File: src/rtl/jk_pkg.sv
// Shared types for the JK counter slice: per-bit JK operation encoding,
// run-mode constants and the single-bit JK next-state helper.
package jk_pkg;

  typedef enum logic [1:0] {
    HOLD = 2'b00,
    CLR  = 2'b01,
    SET  = 2'b10,
    TOG  = 2'b11
  } jk_op_e;

  localparam logic MODE_COUNT = 1'b0;
  localparam logic MODE_JK    = 1'b1;

  // Next value of one JK bit for a given {J,K} operation.
  function automatic logic jk_next(input jk_op_e op, input logic q);
    logic nxt;
    nxt = q;
    case (op)
      HOLD:    nxt = q;
      CLR:     nxt = 1'b0;
      SET:     nxt = 1'b1;
      TOG:     nxt = ~q;
      default: nxt = q;
    endcase
    return nxt;
  endfunction

endpackage

File: src/rtl/jk_mod_counter_if.sv
// Control/data bundle of the JK modulo counter; master drives controls,
// slave (the counter) returns register state and status pulses.
interface jk_mod_counter_if #(
  parameter int unsigned WIDTH = 4
);

  logic             en;
  logic             mode;
  logic             up_dn;
  logic             load;
  logic [WIDTH-1:0] load_val;
  logic [WIDTH-1:0] j;
  logic [WIDTH-1:0] k;
  logic [WIDTH-1:0] q;
  logic [WIDTH-1:0] qn;
  logic             tc;
  logic             wrap;
  logic             load_err;

  modport master (
    output en, mode, up_dn, load, load_val, j, k,
    input  q, qn, tc, wrap, load_err
  );

  modport slave (
    input  en, mode, up_dn, load, load_val, j, k,
    output q, qn, tc, wrap, load_err
  );

endinterface

File: src/rtl/jk_cell.sv
// Single JK storage bit with synchronous reset and a parallel-load path
// that overrides J/K; qn is registered alongside q.
module jk_cell
  import jk_pkg::*;
(
  input  logic clk,
  input  logic reset,
  input  logic load,
  input  logic load_d,
  input  logic en,
  input  logic j,
  input  logic k,
  output logic q,
  output logic qn
);

  logic q_nxt;

  always_comb begin
    q_nxt = q;
    if (load) begin
      q_nxt = load_d;
    end else if (en) begin
      q_nxt = jk_next(jk_op_e'({j, k}), q);
    end
  end

  always_ff @(posedge clk) begin
    if (reset) begin
      q  <= 1'b0;
      qn <= 1'b1;
    end else begin
      q  <= q_nxt;
      qn <= ~q_nxt;
    end
  end

endmodule

File: src/rtl/jk_mod_counter.sv
// WIDTH-bit register of JK cells: modulo up/down counter (mode 0) or direct
// per-bit JK (mode 1). Define JK_MOD_COUNTER_SAT_EN to saturate instead of wrap.
module jk_mod_counter
  import jk_pkg::*;
#(
  parameter int unsigned     WIDTH   = 4,
  parameter longint unsigned MODULUS = 16
) (
  input  logic           clk,
  input  logic           reset,
  jk_mod_counter_if.slave bus
);

  localparam logic [WIDTH-1:0] MAX_Q   = WIDTH'(MODULUS - 64'd1);
  localparam logic [WIDTH:0]   MOD_EXT = (WIDTH + 1)'(MODULUS);

  logic [WIDTH-1:0] q;
  logic [WIDTH-1:0] qn;
  logic [WIDTH-1:0] tog;
  logic [WIDTH-1:0] cell_j;
  logic [WIDTH-1:0] cell_k;
  logic [WIDTH-1:0] cell_ld_d;
  logic [WIDTH-1:0] limit_tgt;
  logic             in_range;
  logic             at_limit;
  logic             counting;
  logic             force_ld;
  logic             cell_ld;
  logic             wrap_set;
  logic             wrap_q;
  logic             load_err_q;

  assign in_range = ({1'b0, bus.load_val} < MOD_EXT);
  assign at_limit = bus.up_dn ? (q >= MAX_Q) : (q == '0);
  assign counting = bus.en & (bus.mode == MODE_COUNT) & ~bus.load;
  assign force_ld = counting & at_limit;

`ifdef JK_MOD_COUNTER_SAT_EN
  assign limit_tgt = bus.up_dn ? MAX_Q : '0;
  assign wrap_set  = 1'b0;
`else
  assign limit_tgt = bus.up_dn ? '0 : MAX_Q;
  assign wrap_set  = force_ld;
`endif

  // Limit crossings reuse the cell load path; user load wins over it.
  assign cell_ld   = bus.load | force_ld;
  assign cell_ld_d = bus.load ? (in_range ? bus.load_val : MAX_Q) : limit_tgt;

  // Ripple toggle mask for +/-1: bit i flips when all lower bits are 1 (up) or 0 (down).
  always_comb begin : p_tog
    logic carry;
    carry = 1'b1;
    tog   = '0;
    for (int i = 0; i < int'(WIDTH); i++) begin
      tog[i] = carry;
      carry  = carry & (bus.up_dn ? q[i] : ~q[i]);
    end
  end

  assign cell_j = (bus.mode == MODE_JK) ? bus.j : tog;
  assign cell_k = (bus.mode == MODE_JK) ? bus.k : tog;

  for (genvar i = 0; i < int'(WIDTH); i++) begin : g_bit
    jk_cell u_cell (
      .clk    (clk),
      .reset  (reset),
      .load   (cell_ld),
      .load_d (cell_ld_d[i]),
      .en     (bus.en),
      .j      (cell_j[i]),
      .k      (cell_k[i]),
      .q      (q[i]),
      .qn     (qn[i])
    );
  end

  always_ff @(posedge clk) begin
    if (reset) begin
      wrap_q     <= 1'b0;
      load_err_q <= 1'b0;
    end else begin
      wrap_q     <= wrap_set;
      load_err_q <= bus.load & ~in_range;
    end
  end

  assign bus.q        = q;
  assign bus.qn       = qn;
  assign bus.tc       = counting & at_limit;
  assign bus.wrap     = wrap_q;
  assign bus.load_err = load_err_q;

endmodule
File: src/flat_wrapper.sv
// flat-port wrapper written by rule: the top's interface ports become plain ports
module jk_mod_counter_flat import jk_pkg::*;
#(
  parameter int unsigned     WIDTH   = 4,
  parameter longint unsigned MODULUS = 16
)
  (clk, reset, bus_en, bus_mode, bus_up_dn, bus_load, bus_load_val, bus_j, bus_k, bus_q, bus_qn, bus_tc, bus_wrap, bus_load_err);
  jk_mod_counter_if #(.WIDTH(WIDTH)) bus_i ();
  input  logic clk;
  input  logic reset;
  input wire logic [$bits(bus_i.en)-1:0] bus_en;
  input wire logic [$bits(bus_i.mode)-1:0] bus_mode;
  input wire logic [$bits(bus_i.up_dn)-1:0] bus_up_dn;
  input wire logic [$bits(bus_i.load)-1:0] bus_load;
  input wire logic [$bits(bus_i.load_val)-1:0] bus_load_val;
  input wire logic [$bits(bus_i.j)-1:0] bus_j;
  input wire logic [$bits(bus_i.k)-1:0] bus_k;
  output wire logic [$bits(bus_i.q)-1:0] bus_q;
  output wire logic [$bits(bus_i.qn)-1:0] bus_qn;
  output wire logic [$bits(bus_i.tc)-1:0] bus_tc;
  output wire logic [$bits(bus_i.wrap)-1:0] bus_wrap;
  output wire logic [$bits(bus_i.load_err)-1:0] bus_load_err;
  assign bus_i.en = bus_en;
  assign bus_i.mode = bus_mode;
  assign bus_i.up_dn = bus_up_dn;
  assign bus_i.load = bus_load;
  assign bus_i.load_val = bus_load_val;
  assign bus_i.j = bus_j;
  assign bus_i.k = bus_k;
  assign bus_q = bus_i.q;
  assign bus_qn = bus_i.qn;
  assign bus_tc = bus_i.tc;
  assign bus_wrap = bus_i.wrap;
  assign bus_load_err = bus_i.load_err;
  jk_mod_counter #(.WIDTH(WIDTH), .MODULUS(MODULUS)) u_core (.clk(clk), .reset(reset), .bus(bus_i));
endmodule
File: config.mk
export PLATFORM = sky130hd
export DESIGN_NAME = jk_mod_counter_flat
export DESIGN_NICKNAME = d
export VERILOG_FILES = /design/src/rtl/jk_pkg.sv /design/src/rtl/jk_mod_counter_if.sv /design/src/rtl/jk_cell.sv /design/src/rtl/jk_mod_counter.sv /design/src/flat_wrapper.sv
export SDC_FILE = /design/constraint.sdc
export NUM_CORES = 1
export LEC_CHECK = 0
export CORE_MARGIN = 2
export CORE_UTILIZATION = 38
export DETAILED_ROUTE_END_ITERATION = 10
export MAX_ROUTING_LAYER = met4
export PLACE_DENSITY_LB_ADDON = 0.1
export REMOVE_ABC_BUFFERS = 1
export SLEW_MARGIN = 20
export SYNTH_ARGS = -nofsm -noshare
export SYNTH_HDL_FRONTEND = slang
export SYNTH_SLANG_ARGS = --single-unit
File: constraint.sdc
create_clock -name clk -period 2.1 [get_ports clk]
set_clock_uncertainty 0.1 [all_clocks]
set_input_delay 0.21 -clock clk [delete_from_list [all_inputs] [get_ports clk]]
set_output_delay 0.21 -clock clk [all_outputs]
set_load 0.03 [all_outputs]
# Word-level counts from Yosys, hierarchy flattened
# Index checks and enable logic that the tools add are counted.
# W data, S select, Z words.
[totals]
out_inout_bits = 11
regBits = 9
word_cells = 63
[classes]
bitwise = 16
eq_ne = 12
n_lt_le_gt_ge = 1
n_reduce_logical = 5
n_mux = 20
[ops]
columns = ["operator", "count"]
rows = [
  ["$eq A2 B2 Y1 const B", 8],
  ["$mux W4", 4],
  ["$pmux W1 S4", 4],
  ["$mux W1", 12],
  ["$not A1 Y1", 10],
  ["$eq A2 B1 Y1 const B", 4],
  ["$logic_not A2 Y1", 4],
  ["$and A1 B1 Y1", 5],
  ["$ge A4 B4 Y1 const B", 1],
  ["$logic_not A4 Y1", 1],
  ["$or A1 B1 Y1", 1],
]

# Logic depth before layout (Yosys ltp)
# Gate-level depths: netlist of run 1.
[depth]
ltp_word = 10
ltp_mapped = 5
depth_no_buf = 5

# Modules after synthesis
# Synthesis of run 1 repeated with hierarchy kept, for this count alone.
[unflattened]
hier_cells = 68
area_unflattened_um2 = 570.5
[by_module_without_submodules]
columns = ["module", "area_each_um2", "n_inst", "cells_per_inst"]
rows = [
  ["jk_cell", 80.1, 4, 8],
  ["jk_mod_counter", 250.2, 1, 36],
]

# Worst setup path before layout of run 1
# Ideal clock, no wire load.
[synth_path]
kind = "reg2reg"
startpoint = "register u_core.g_bit[2].u_cell.q"
endpoint = "register with a tool-made name"
synth_period_minus_slack_ns = 1.871
stages_incl_launch_ff = 6
required_ns = 1.863
path_slack_ns = 0.229
arrival_time_ns = 1.634
path_cell_list = "dfxtp_1 nor4_2 mux2i_2 nor3_2 a311o_1 a221oi_1"
[synth_lines]
columns = ["item", "line", "text"]
rows = [
  ["from (decl)", "jk_cell.sv:13", "output logic q,"],
  ["from (signal assigned)", "jk_cell.sv:33", "q <= q_nxt;"],
]

# Worst setup path after layout of run 1
[layout_path]
startpoint = "register u_core.g_bit[2].u_cell.q"
endpoint = "output bus_tc"
[layout_via]
elab_chain_cells = 3
[layout_rtl]
columns = ["item", "line", "text"]
rows = [
  ["$ge A4 B4 Y1 or $logic_not A4 Y1 (tied branches)", "jk_mod_counter.sv:34", "assign at_limit = bus.up_dn ? (q >= MAX_Q) : (q == '0);"],
  ["$mux W1 *", "jk_mod_counter.sv:34", ""],
  ["$and A1 B1 Y1 *", "jk_mod_counter.sv:90", "assign bus.tc = counting & at_limit;"],
  ["to (decl)", "flat_wrapper.sv:20", "output wire logic [$bits(bus_i.tc)-1:0] bus_tc;"],
]
# Every way passes the cells marked *; elsewhere a longest branch is shown, timed or not.

==> results of run 1 <==
cell type report:
cell class,instances,area [µm²]
fill,148,627
sequential,9,180
inverter,4,15.0
timing repair buffer,30,290
tap,16,20.0
multi-input combinational,44,313
clock buffer,4,26.3
critical path, delay by kind of cell (launching register included):
kind	cells	cell delay, ns
buf+inv	1	0.19
flops	1	0.36
simple gates	2	0.65
mux	1	0.15
through the flow:
step,total power (W),hold WS [ns]
final,0.000482,0.423
after global routing,0.000507,0.469
after CTS,0.000488,0.419
after detailed placement,0.000352,0.599
after global placement,0.000351,0.593
after floorplan,0.000274,0.188
report_power, final:
part / switching (W) / internal (W) / leakage (nW)
Combinational: 0.0000716 / 0.0000794 / 0.244
Sequential: 0.0000126 / 0.000183 / 0.0746
Clock: 0.0000613 / 0.0000733 / 0.0150
cell families after synthesis:
logic type	after synthesis	synth area share (%)
simple gates	21	23.8
buf+inv	14	15.6
mux	2	4.07
flops	9	30.8
compound gates	19	23.6
xor+xnor	1	1.50
other cells	1	0.642
metal layers:
metal / share of wire [%] / routed length (µm) / track usage [%] / up-vias
met4: 0 / 0 / 1.82 / 0
met2: 49 / 578 / 24.2 / 17
met3: 7.9 / 94 / 7.23 / 0
met5: 0 / 0 / - / -
li1: - / - / - / 286
met1: 43 / 516 / 17.7 / 259
worst paths after layout:
check / depth (start not counted) / from / slack (ns) / end
max: 4 / u_core.g_bit[2].u_cell.q$_SDFF_PP0_ / 0.18 / bus_tc
min: 3 / bus_load_val[0] / 0.42 / u_core.g_bit[0].u_cell.q$_SDFF_PP0_
max reg2reg: 5 / u_core.g_bit[0].u_cell.q$_SDFF_PP0_ / 0.36 / u_core.g_bit[3].u_cell.qn$_SDFF_PP1_
min reg2reg: 2 / flop / 0.60 / u_core.bus.wrap$_SDFF_PP0_
placed cells by master, fill, tap and decap left out, types with 2 or more instances in the layout:
cell type,n
a211oi_1,3
buf_4,4
clkbuf_4,3
clkdlybuf4s50_1,26
dfxtp_1,9
inv_1,4
nand2_1,2
nand2b_1,4
nor2_1,3
nor3_1,2
nor3_2,2
o21ai_0,7
==> results.md, run 1 <==
* Fin crit period at a little under 2 ns
* Final setup viols at 0
* Row cnt at 14
* H-tree levels at 1
* Final Max Tran Viols at 0
* First-pass GRT wire length at between 2000 and 2500 µm
* Synth Cell Area at approximately 600 µm²
* Pleak at approximately 0.33 nW
* Cell taking the most area after synthesis: dfxtp_1
* Root buffer cell: clkbuf_4
* Type of origin of the critical path: flop
* Utilization after layout at a little under three fifths
* Gpl congestion at 0.795
* Post-DRT Antenna Nets at 0
* Post-Syn Area per Cell at a little under 9 µm²
* DP Worst Slack at -0.00493 ns
* Die Area at between 1500 and 2000 µm²
* Area growth syn-to-layout at 44.5%
* Top cells by count, synth: buf_4 (9), dfxtp_1 (9), o21ai_0 (7)
* Main synth FF type: dfxtp_1
* Post-CTS setup buffer count at 0
* Clock sinks at 9
* Crit end category: output port
* Crit Path Class: flop to output port
* Antenna diode count at 0
* VDD IR max at between 0.3 and 0.4 mV
* CP max FO at 6
* Final Hold Viols at 0
* Initial DRT Pass Iterations at 4
* Critical path, cell by cell: nor4_2, mux2i_2, nor3_2, buf_4
* Via density at 5.25
* Area after DPL at slightly above 800 µm²
* Initial antenna violation count at 0
* Die X at around 43 µm
* Yosys warns at 0
* Initial Utilization at 39.7%
* Seq/Total Area, Yosys at between 30% and 40%
* Clock-pin slew on the worst setup and hold paths at approximately 0.060 ns
* # resized after CTS at 0
* Detailed placer's ending HPWL at 972 µm
* Via count at ~560
* CP max stage delay at 0.45 ns
* Class of the worst hold path: primary input to flop
* Core area at 1470 µm²
* DRC violation count after routing at 0
* Placed insts at between 100 and 150
* Post-Synthesis Cells at 67
* Critical-path top delay cell: nor4_2
* DIE HEIGHT at ~43 µm
* Largest net degree at the start of global routing at 9
* Final Cycle Share at ~90%
* Final worst slack at between 0.15 and 0.2 ns
* FF+latch count, synth at 9
* Post-layout net count at 110
* Max-cap violation count at 0
* Area fraction of the dominant cell type after synthesis at just over 30%
* CTS Buf Count at 3
* Cell Count, Final, Fillers Out at between 100 and 150
* Post-synthesis cell type count at 32
* IO Pins at 29
* Vias in the first global route at between 500 and 600
* Hold buffer count at CTS at 0
* DR iter-0 viols at 2
* WL final at 1190 µm
* RSZ-0062 raised after global routing: false
* Port Buffers at 27
* Max Root-Sink Buffers at 2
* GRT Util Overall at between 10% and 20%
* Critical Path RT at 1.79 ns
* Highest clock rate at 520 MHz
* Avg WL per Cell at about 11 µm
* Critical path arrival at between 1.5 and 2 ns
* Ys async rst share at 0%
* CTS tree: done
* Pwr Density at 570 nW/µm²
* Top cells by area, synth: dfxtp_1 (31%), buf_4 (12%), o21ai_0 (6.0%)
* Post-synth EDFFs at 0
* Post-route cell area at between 800 and 900 µm²
* Setup Total Neg Slack at 0 ns
* Share of post-route cells with drive strength above 1 at 13.2%
* Remaining global-route overflow at 0
* Outcome: finished, final reports clean
* Clk_lat worst skew at about 0.26 ns
No activity file was read; power rests on OpenSTA's default activity.
==> inputs of run 2 (changes only) <==
--- a/config.mk
+++ b/config.mk
@@ -5,13 +5,12 @@
 export SDC_FILE = /design/constraint.sdc
 export NUM_CORES = 1
 export LEC_CHECK = 0
-export CORE_MARGIN = 2
+export CORE_MARGIN = 10
 export CORE_UTILIZATION = 38
 export DETAILED_ROUTE_END_ITERATION = 10
 export MAX_ROUTING_LAYER = met4
 export PLACE_DENSITY_LB_ADDON = 0.1
 export REMOVE_ABC_BUFFERS = 1
-export SLEW_MARGIN = 20
 export SYNTH_ARGS = -nofsm -noshare
 export SYNTH_HDL_FRONTEND = slang
 export SYNTH_SLANG_ARGS = --single-unit
==> results.md, run 2 (synthesized netlist as in run 1, its figures left out) <==
* Outcome: finished, final reports clean
* H-tree levels at 1
* Final Hold Viols at 0
* Core area at 1470 µm²
* Power Total at just under 0.0005 W
* Post-layout net count at 110
* Class of the worst hold path: primary input to flop
* Pleak at about 0.33 nW
* Post-CTS setup buffer count at 0
* Placed insts at roughly 100
* Detailed placer's ending HPWL at 1190 µm
* Most frequent cells in the layout: clkdlybuf4s50_1 (26), dfxtp_1 (9), o21ai_0 (7)
* Critical Path RT at between 1.5 and 2 ns
* Port Buffers at 27
* WL final at 1450 µm
* Sequential Power Share at around two fifths
* Cell Count, Final, Fillers Out at between 100 and 150
* Clock-pin slew on the worst setup and hold paths at ~0.06 ns
* Largest net degree at the start of global routing at 9
* Via density at 5.21
* Combinational Power Share at between 30% and 40%
* Post-DRT Antenna Nets at 0
* # resized after CTS at 0
* VDD IR max at 0.294 mV
* Pwr Density at roughly 570 nW/µm²
* Highest clock rate at between 500 and 600 MHz
* Initial Utilization at 39.7%
* Clk_lat worst skew at between 0.2 and 0.3 ns
* DR iter-0 viols at 4
* Vias in the first global route at between 500 and 600
* Die Area at between 3000 and 4000 µm²
* RSZ-0062 raised after global routing: false
* CP max FO at 6
* Row cnt at 14
* Gpl congestion at approximately 0.75
* First-pass GRT wire length at 2260 µm
* Initial antenna violation count at 0
* Area of the multi-input gates at approximately 310 µm²
* Antenna diode count at 0
* DRC violation count after routing at 0
* Final Cycle Share at 91.9%
* Final setup viols at 0
* Share of post-route cells with drive strength above 1 at between 10% and 20%
* Area growth syn-to-layout at 44.5%
* Register area at 180 µm²
* Crit Path Class: flop to output port
* Most common cell after layout, fill and taps aside: clkdlybuf4s50_1
* Setup Total Neg Slack at 0 ns
* CTS tree: done
* Crit end category: output port
* DIE HEIGHT at between 50 and 60 µm
* Critical path arrival at roughly 1.6 ns
* Clock sinks at 9
* CTS Buf Count at 3
* IO Pins at 29
* Avg WL per Cell at 13.6 µm
* Via count at between 500 and 600
* Die X at just under 60 µm
* GRT Util Overall at 8.45%
* Remaining global-route overflow at 0
* Hold buffer count at CTS at 0
* Initial DRT Pass Iterations at 4
* Int Pwr at 0.000336 W
* Fin crit period at a little under 2 ns
* Net switching fraction of the power at a little under a third
* Max Root-Sink Buffers at 2
* Part of the power in the clock network at a little over a quarter
* Final Max Tran Viols at 0
* Fillers at between 100 and 150
* Max-cap violation count at 0
* Sw power at ~0.00014 W
* Root buffer cell: clkbuf_4
* Type of origin of the critical path: flop
==> run 2: cell counts in the layout (fill, tap and decap cells not counted) <==
Identical to the previous run, type by type.
==> run 2: layer usage <==
metal	global-route usage [%]	part of all wire, %
met5	-	0
met1	8.10	43
met2	13.2	49
met3	5.15	7.8
met4	3.93	0.76
==> run 2: final cells by class <==
| cell class | instances | area share [%] |
|---|---|---|
| sequential | 9 | 21.3 |
| tap | 16 | 2.37 |
| clock buffer | 4 | 3.11 |
| multi-input combinational | 44 | 37.0 |
| timing repair buffer | 30 | 34.4 |
| inverter | 4 | 1.78 |
==> run 2: worst paths after layout <==
kind	startpoint	cells past startpoint	to	slack, ns
worst min-delay path	bus_load_val[0]	3	u_core.g_bit[0].u_cell.q$_SDFF_PP0_	0.43
worst max register to register	u_core.g_bit[0].u_cell.q$_SDFF_PP0_	5	u_core.g_bit[3].u_cell.qn$_SDFF_PP1_	0.36
worst max-delay path	u_core.g_bit[2].u_cell.q$_SDFF_PP0_	4	bus_tc	0.17
worst min register to register	flop	2	flop	0.60
==> run 2: power by group through the flow <==
stage,logic (W),clock network [W],registers [W]
after floorplan,0.0000515,0,0.000223
after global placement,0.000153,0,0.000200
after detailed placement,0.000154,0,0.000200
after CTS,0.000154,0.000140,0.000196
after global routing,0.000164,0.000147,0.000199
final,0.000153,0.000131,0.000197
==> run 2: through the flow <==
stage | util [%] | setup WS (ns) | area [µm²] | hold slack [ns]
after floorplan | - | 0.0938 | 508 | 0.188
after global placement | 55.6 | 0.0303 | 818 | 0.591
after detailed placement | 55.6 | 0.0165 | 818 | 0.593
after CTS | 57.4 | 0.155 | 845 | 0.419
after global routing | 57.4 | 0.0799 | 845 | 0.440
final | 57.4 | 0.170 | 845 | 0.429
==> run 2: worst max-delay path, cell delays in order, from the launching register on <==
cell and delay, ns:
dfxtp_1 0.37, nor4_2 0.45, mux2i_2 0.15, nor3_2 0.20, buf_4 0.19
